File: src/rtl/controle.sv
`default_nettype none
// ============================================================================
// Module   : controle
// Moore sequencer driving the operativo datapath (LOADX, OP1-OP4, DONE).
// Build option: CONTROLE_HANDSHAKE_EN keeps DONE asserted while inicio is high.
// Revision : 1.0
// ============================================================================
module controle (
    input  logic       ck,
    input  logic       rst,
    input  logic       inicio,
    input  logic       modo,
    output logic       lx,
    output logic [1:0] m0,
    output logic [1:0] m1,
    output logic [1:0] m2,
    output logic       h,
    output logic       ls,
    output logic       lh,
    output logic       pronto
);

    typedef enum logic [2:0] {
        S_IDLE  = 3'd0,
        S_LOADX = 3'd1,
        S_OP1   = 3'd2,
        S_OP2   = 3'd3,
        S_OP3   = 3'd4,
        S_OP4   = 3'd5,
        S_DONE  = 3'd6
    } state_t;

    state_t state_q, state_d;
    logic   modo_q,  modo_d;

    always_ff @(posedge ck) begin
        if (!rst) begin
            state_q <= S_IDLE;
            modo_q  <= 1'b0;
        end else begin
            state_q <= state_d;
            modo_q  <= modo_d;
        end
    end

    // modo is captured only when a run is accepted
    always_comb begin
        state_d = state_q;
        modo_d  = modo_q;
        case (state_q)
            S_IDLE: begin
                if (inicio) begin
                    state_d = S_LOADX;
                    modo_d  = modo;
                end
            end
            S_LOADX: state_d = S_OP1;
            S_OP1:   state_d = S_OP2;
            S_OP2:   state_d = S_OP3;
            S_OP3:   state_d = S_OP4;
            S_OP4:   state_d = S_DONE;
            S_DONE: begin
`ifdef CONTROLE_HANDSHAKE_EN
                state_d = inicio ? S_DONE : S_IDLE;
`else
                state_d = S_IDLE;
`endif
            end
            default: state_d = S_IDLE;
        endcase
    end

    always_comb begin
        lx     = 1'b0;
        m0     = 2'b00;
        m1     = 2'b00;
        m2     = 2'b00;
        h      = 1'b0;
        ls     = 1'b0;
        lh     = 1'b0;
        pronto = 1'b0;
        case (state_q)
            S_LOADX: lx = 1'b1;
            S_OP1: begin
                m0 = 2'b01;
                if (modo_q) begin
                    lh = 1'b1;
                end else begin
                    h  = 1'b1;
                    ls = 1'b1;
                end
            end
            S_OP2: begin
                m0 = 2'b10;
                ls = 1'b1;
                if (!modo_q) begin
                    m1 = 2'b10;
                    m2 = 2'b01;
                end
            end
            S_OP3: begin
                m1 = 2'b10;
                m2 = modo_q ? 2'b11 : 2'b00;
                h  = 1'b1;
                ls = 1'b1;
            end
            S_OP4: begin
                m0 = 2'b11;
                m1 = 2'b10;
                m2 = 2'b01;
                ls = 1'b1;
            end
            S_DONE:  pronto = 1'b1;
            default: ;
        endcase
    end

endmodule
`default_nettype wire

File: config.mk
export PLATFORM = sky130hd
export DESIGN_NAME = controle
export DESIGN_NICKNAME = d
export VERILOG_FILES = /design/src/rtl/controle.sv
export SDC_FILE = /design/constraint.sdc
export NUM_CORES = 1
export LEC_CHECK = 0
export CAP_MARGIN = 20
export CELL_PAD_IN_SITES_DETAIL_PLACEMENT = 0
export CELL_PAD_IN_SITES_GLOBAL_PLACEMENT = 2
export CORE_AREA = 2 2 43 45
export CTS_CLUSTER_SIZE = 25
export DETAILED_ROUTE_END_ITERATION = 8
export DIE_AREA = 0 0 45 47
export GPL_TIMING_DRIVEN = 0
export MAX_ROUTING_LAYER = met4
export PLACE_DENSITY_LB_ADDON = 0.1
export SLEW_MARGIN = 30
export SYNTH_ARGS = -nofsm -noshare
export SYNTH_HDL_FRONTEND = slang
export SYNTH_SLANG_ARGS = --single-unit
export TNS_END_PERCENT = 100
File: constraint.sdc
create_clock -name ck -period 1.3 [get_ports ck]
set_input_delay 0.26 -clock ck [delete_from_list [all_inputs] [get_ports ck]]
set_output_delay 0.26 -clock ck [all_outputs]
set_load 0.05 [all_outputs]
# --- Yosys cells after proc, flatten, opt, wreduce, memory -nomap -nowiden ---
# Cells that the tools add are included.
word_totals:
  register_bits: 4
  wordCells: 28
op_classes:
  n_eq_ne: 7
  muxes: 15
  reduce_logical: 4
op_table:
  columns: ["cell", "n"]
  rows:
  - ["one-hot mux 3 bit (6 select lines)", 1]
  - ["one-hot mux 2 bit (3 select lines)", 2]
  - ["== test 3 bit (second input constant)", 3]
  - ["== test 3 x 2 -> 1 bit (second input constant)", 2]
  - ["2-to-1 mux 1 bit", 6]
  - ["2-to-1 mux 2 bit", 2]
  - ["one-hot mux 1 bit (2 select lines)", 2]
  - ["one-hot mux 2 bit (2 select lines)", 1]
  - ["== test 3 x 1 -> 1 bit (second input constant)", 1]
  - ["logical NOT 3 bit", 1]
  - ["2-to-1 mux 3 bit", 1]
  - ["OR reduction 3 bit", 1]
  - ["!= test 2 bit (second input constant)", 1]
  - ["AND reduction 2 bit", 1]
  - ["OR reduction 2 bit", 1]

# --- Depth between registers and ports, before layout ---
# Gate-level depths: netlist of run 1.
depth:
  depth_word: 3
  ltp_mapped: 3

# --- Worst setup path after synthesis of run 1 ---
# No wires, ideal clock.
synth_timing:
  path_kind: "register -> output"
  startpoint: "reg state_q[1]"
  endpoint: "out m0[1]"
  t_arrival_ns: 1.781
  t_required_ns: 1.040
  path_slack_ns: -0.741
  path_stages_with_launch: 4
  n_path_buf: 1
  cell_sequence: "dfxtp_1 buf_4 nand2b_1 a21boi_0"
synth_via:
  elab_chain_len: 2
synth_rtl:
  columns: ["item", "line", "rtl"]
  rows:
  - ["start: declaration", "33", "state_t state_q, state_d;"]
  - ["start signal: assignment", "41", "state_q <= state_d;"]
  - ["== test 3 bit or == test 3 x 2 -> 1 bit (tied branches)", "82", "case (state_q)"]
  - ["one-hot mux 2 bit (3 select lines) (*)", "82", null]
  - ["end: declaration", "14", "output logic [1:0] m0,"]
# Every way passes the cells marked *; elsewhere a longest branch is shown, timed or not.

# --- Worst setup path after layout of run 1 ---
layout_timing:
  startpoint: "reg state_q[2]"
  endpoint: "out h"
layout_via:
  elab_chain_len: 2
layout_rtl:
  columns: ["item", "line", "rtl"]
  rows:
  - ["== test 3 bit or == test 3 x 2 -> 1 bit (tied branches)", "82", null]
  - ["one-hot mux 1 bit (2 select lines) (*)", "82", null]
  - ["end: declaration", "17", "output logic h,"]
# Marks and branches as above.

==> flow_summary.toml, run 1 <==
[drt]
dr.max_layer_used = "met3"
drt_pre_antenna_iters = 4
drtAntennaViolNets = 0
first_iter_violations = 5
avgViaCountPerCell = 4.57
vias = 352
wl_met3_um = 50
route.met2.wl_um = 422
wl_met1_um = 355
routedWlPerCell_um = 10.8
drc = 0
wl_um = 828

[clock_tree]
cts_made_buffers = 3
clkSinkCount = 4
clockBufferDepth = 2
htree_num_levels = 1
cts_tree = "yes"
root_buffer = "clkbuf_4"
clk_latency_ps = 230
clk_pin_slew_ps = 40

[floorplan]
fp-row-count = 15
core_area_sq_um = 1650
dieArea_sq_um = 2120
dieHeight_um = 47
start_util = 0.183
num_io_pins = 15
die_w_um = 45

[grt]
grt_pass1_wl_mm = 1.29
antenna_found_initial = 0
grt_util_all_layers = 0.0914
grt_max_degree = 11
grt_pass1_vias = 301
grt_overflow = 0

[layout]
final_nets = 66
n_fill_cell = 169
utilization = 0.405
fin_area_sq_um = 669
multi_input_area_sq_um = 307
drive_above_1_share = 0.717
area_delta_synth_final_pct = 121
regArea_sq_um = 82.6
diodes = 0

[placement]
io_buffers = 13
placed_area_sq_um = 533
routabilityCongestion = 0.726
hpwl_um = 561

[timing]
rsz0062_at_grt = "yes"
setup_violations = 10
fin_crit_ps = 1620
period_share = 1.25
skew_ps = 1.10
fmax_mhz = 617
slew_violations = 0
setup_ws_ps = -320
hold_viol = 0

[critical_path]
critPathArrivalTime_ps = 1360
startpoint = "state_q[2]"
rr_endpoint = "modo_q"
r2r-start = "state_q[1]"
cp_max_fo = 7
r2r_setup_slack_ps = 30
worstRegToRegCells = 5
worstSetupPathType = "register to output port"
worstSetupStartpointType = "register"
crit_end = "h"
end_kind = "output port"
cp.required_ps = 1040

[power]
p_leak_uw = 0.000268
ir_worst_vdd_mv = 0.375
power_density_nw_per_um2 = 871

[flow_run]
maxCapViolCount = 0

[synth]
synth_fp_nets = 42
post_synth_num_cell_types = 22
synthArstFlopShare = 0
synth_edf_count = 0
synth_ff_type = "dfxtp_1"
ys_seq_area_frac = 0.264
avgSynthCellArea_sq_um = 7.97
ys_seq_elements = 4
syn_inst = 38
synth_area_sq_um = 303
yosysWarningCount = 0

[status]
outcome = "finished with violations"
violations = "negative setup slack"

[worst_hold_path]
hold_path.class = "register to register"
hp-start = "modo_q"
worst min path at each step:
| stage | endpoint | slack [ps] | cells past startpoint |
|---|---|---|---|
| finish | modo_q | 570 | 2 |
| global route | modo_q | 590 | 3 |
| CTS | modo_q | 570 | 2 |
| detailed placement | modo_q | 520 | 2 |
| global placement | modo_q | 520 | 2 |
| floorplan | state_q[1] | 380 | 1 |
state kept, by name, summed over array words and instances, names as in the netlist:
register / cells
state_q: 3
modo_q: 1
cell usage after synthesis, drive strengths merged (2+ instances only):
cell,number,area (sq um)
nand2b,3,18.8
dfxtp,4,80.1
a21boi,2,15.0
nor2b,3,18.8
nor2,4,15.0
a21oi,2,10.0
buf,4,31.3
nand2,4,15.0
power by group:
group          internal [uW]  total [uW]  switching [uW]  leakage [uW]
combinational            129         280             151      0.000220
sequential               134         146            11.6     0.0000335
clock                    104         158            54.2     0.0000138
metrics by stage:
step | setup WS, ps | setup TNS, ps | total power (uW) | std cells | hold WS (ps)
2_1_floorplan | -92.0 | -289 | 317 | 38 | 378
3_3_place_gp | -703 | -6050 | 370 | 68 | 516
3_5_place_dp | -727 | -6230 | 375 | 68 | 516
4_1_cts | -318 | -2190 | 555 | 74 | 565
5_1_grt | -362 | -2180 | 613 | 77 | 594
6_report | -320 | -1590 | 583 | 77 | 574
worst max-delay path, cell delays in order (launching register included):
cell and delay [ps]:
dfxtp_1 310, buf_6 140, or3b_4 380, a21oi_4 130, buf_6 170
area by class of cell:
| class | count | share of cell area |
|---|---|---|
| multi-input cells | 30 | 0.458 |
| repair buffers | 19 | 0.292 |
| flip-flops and latches | 4 | 0.123 |
| plain buffers | 4 | 0.0617 |
| clock buffers | 3 | 0.0336 |
| well taps | 17 | 0.0318 |
per-layer routing:
| layer | vias up | global-route usage |
|---|---|---|
| met5 | - | - |
| met4 | 0 | 0.0706 |
| met3 | 0 | 0.0231 |
| met2 | 16 | 0.129 |
| met1 | 164 | 0.111 |
| li1 | 172 | - |
cell usage in the layout (no fill, tap or decap):
| cell type | count |
|---|---|
| nor3_1 | 1 |
| nor4bb_1 | 1 |
| a21o_2 | 1 |
| buf_6 | 11 |
| o21a_1 | 1 |
| nor2_2 | 1 |
| a21boi_4 | 1 |
| dfxtp_1 | 2 |
| nand2b_4 | 3 |
| or3b_4 | 1 |
| clkbuf_4 | 3 |
| buf_4 | 7 |
| a21oi_4 | 2 |
| mux2i_1 | 1 |
| conb_1 | 1 |
| dfxtp_2 | 2 |
| nor2b_2 | 3 |
| nor2_4 | 2 |
| nand2_1 | 3 |
| clkdlybuf4s50_1 | 3 |
| nand3b_1 | 1 |
| nand4bb_4 | 1 |
| nor4b_2 | 1 |
| nor2_1 | 1 |
| nand2_2 | 1 |
| a21boi_0 | 1 |
| nor3b_1 | 1 |
| o21ai_4 | 1 |
| buf_8 | 2 |
what timing repair did:
| item | CTS | global route |
|---|---|---|
| gates resized for setup | 70 | 14 |
| endpoints found under the setup margin | 10 | 10 |
| setup buffers | 3 | 3 |
| pin swaps | 1 | 5 |
| hold buffers | 0 | 0 |
kinds of logic after synthesis:
family | share of synthesized area
buf+inv | 0.103
mux | 0.0331
other cells | 0.0124
compound gates | 0.149
flops | 0.264
simple gates | 0.438
(Power assumes the default switching activity.)
==> run 2, diff against run 1 <==
--- a/config.mk
+++ b/config.mk
@@ -9,6 +9,7 @@
 export CELL_PAD_IN_SITES_DETAIL_PLACEMENT = 0
 export CELL_PAD_IN_SITES_GLOBAL_PLACEMENT = 2
 export CORE_AREA = 2 2 43 45
+export CTS_CLUSTER_DIAMETER = 30
 export CTS_CLUSTER_SIZE = 25
 export DETAILED_ROUTE_END_ITERATION = 8
 export DIE_AREA = 0 0 45 47
==> results of run 2 <==
Final layout, timing and power as in run 1 (identical DEF).
==> run 3, diff against run 2 <==
==> constraint.sdc (replaced) <==
create_clock -name ck -period 1.8 [get_ports ck]
set_input_delay 0.36 -clock ck [delete_from_list [all_inputs] [get_ports ck]]
set_output_delay 0.36 -clock ck [all_outputs]
set_load 0.05 [all_outputs]
==> flow_summary.toml, run 3 (same netlist as run 1, synthesis figures left out) <==
[timing]
slew_violations = 0
rsz0062_at_grt = "no"
setup_violations = 0
hold_viol = 0
setup_ws_ps = 59.1
fin_crit_ps = 1740
fmax_mhz = 574
skew_ps = 2.47
fin_setup_tns_ps = 0
period_share = 0.967

[power]
power_density_nw_per_um2 = 778
ir_worst_vdd_mv = 0.254
p_leak_uw = 0.000208
fin_total_pwr_uw = 349

[drt]
drt_pre_antenna_iters = 2
routedWlPerCell_um = 10.0
avgViaCountPerCell = 4.24
first_iter_violations = 7
drc = 0
wl_um = 712
vias = 301
drtAntennaViolNets = 0

[clock_tree]
clk_pin_slew_ps = 40
clkSinkCount = 4
clk_latency_ps = 240
root_buffer = "clkbuf_4"
clockBufferDepth = 2
cts_hold_buffers = 0
cts_made_buffers = 3
cts_tree = "yes"
htree_num_levels = 1

[critical_path]
r2r-start = "state_q[0]"
cp_max_fo = 10
end_kind = "output port"
critPathArrivalTime_ps = 1380
worstSetupPathType = "register to output port"
r2r_setup_slack_ps = 760
crit_path_top_delay_cell = "clkdlybuf4s15_2"
rr_endpoint = "modo_q"
cp.required_ps = 1440
worstSetupStartpointType = "register"
worstRegToRegCells = 3
path_cells = "buf_2 -> nand2b_1 -> nor2_1 -> clkdlybuf4s15_2"
cpPeakStageDelay_ps = 370

[floorplan]
dieHeight_um = 47
core_area_sq_um = 1650
num_io_pins = 15
fp-row-count = 15
start_util = 0.183
dieArea_sq_um = 2120
die_w_um = 45

[layout]
top_regs = "state_q: 3 flops, modo_q: 1 flops"
fin_area_sq_um = 448
final_cell_mix = "buf_2, clkbuf_4, nor2_1, nand2_1, dfxtp_1"
largest_reg_flops = 3
drive_above_1_share = 0.352
largest_register = "state_q"
final_common_cell = "buf_2"
diodes = 0
area_delta_synth_final_pct = 47.9
final_nets = 60

[grt]
grt_util_all_layers = 0.0755
antenna_found_initial = 0
grt_pass1_vias = 266
grt_overflow = 0
grt_pass1_wl_mm = 1.07
grt_max_degree = 11

[worst_hold_path]
hp-start = "modo_q"
min_to = "modo_q"
hold_path.class = "register to register"
hold-path-cell-count = 2

[placement]
routabilityCongestion = 0.697
placed_area_sq_um = 458
hpwl_um = 526
io_buffers = 13
pre_cts_ws_ps = -307

[status]
outcome = "complete, no violations"

[flow_run]
maxCapViolCount = 0
==> run 3: metrics by stage <==
stage	util	cells	hold WS (ps)
floorplan	-	38	473
global placement	0.277	68	518
detailed placement	0.277	68	531
CTS	0.276	71	537
global route	0.271	71	566
finish	0.271	71	533
==> run 3: worst max-delay path by stage <==
stage	cells past startpoint	endpoint	startpoint
3_5_place_dp	4	h	state_q[1]
4_1_cts	4	m1[1]	state_q[1]
5_1_grt	4	lh	state_q[0]
3_3_place_gp	4	h	state_q[1]
2_1_floorplan	3	m2[0]	state_q[1]
6_report	4	lh	state_q[0]
==> run 3: area by class of cell <==
type	instances	area (sq um)
plain buffers	4	31.3
fillers	192	1200
repair buffers	13	97.6
well taps	17	21.3
flip-flops and latches	4	80.1
multi-input cells	30	195
clock buffers	3	22.5
==> run 3: timing repair <==
action | in CTS | in global routing
endpoints found under the setup margin | 10 | 6
gates resized for setup | 41 | 9
pin swaps | 0 | 0
setup buffers | 0 | 0
cloned | 0 | 0
==> run 3: layer usage <==
layer,GRT usage,wire (um),up-vias
met1,0.0753,315,129
met4,0.0706,0,0
met5,-,0,-
li1,-,-,160
met3,0.0231,76,0
met2,0.117,320,12
==> run 3: power by group <==
part,internal (uW),switching (uW)
clock,74.7,38.2
combinational,48.0,86.7
sequential,96.0,4.96
==> run 3: critical path: cells and delay by family (launching register included) <==
family / cells / cell delay, ps
buf+inv: 2 / 550
flops: 1 / 310
simple gates: 2 / 280
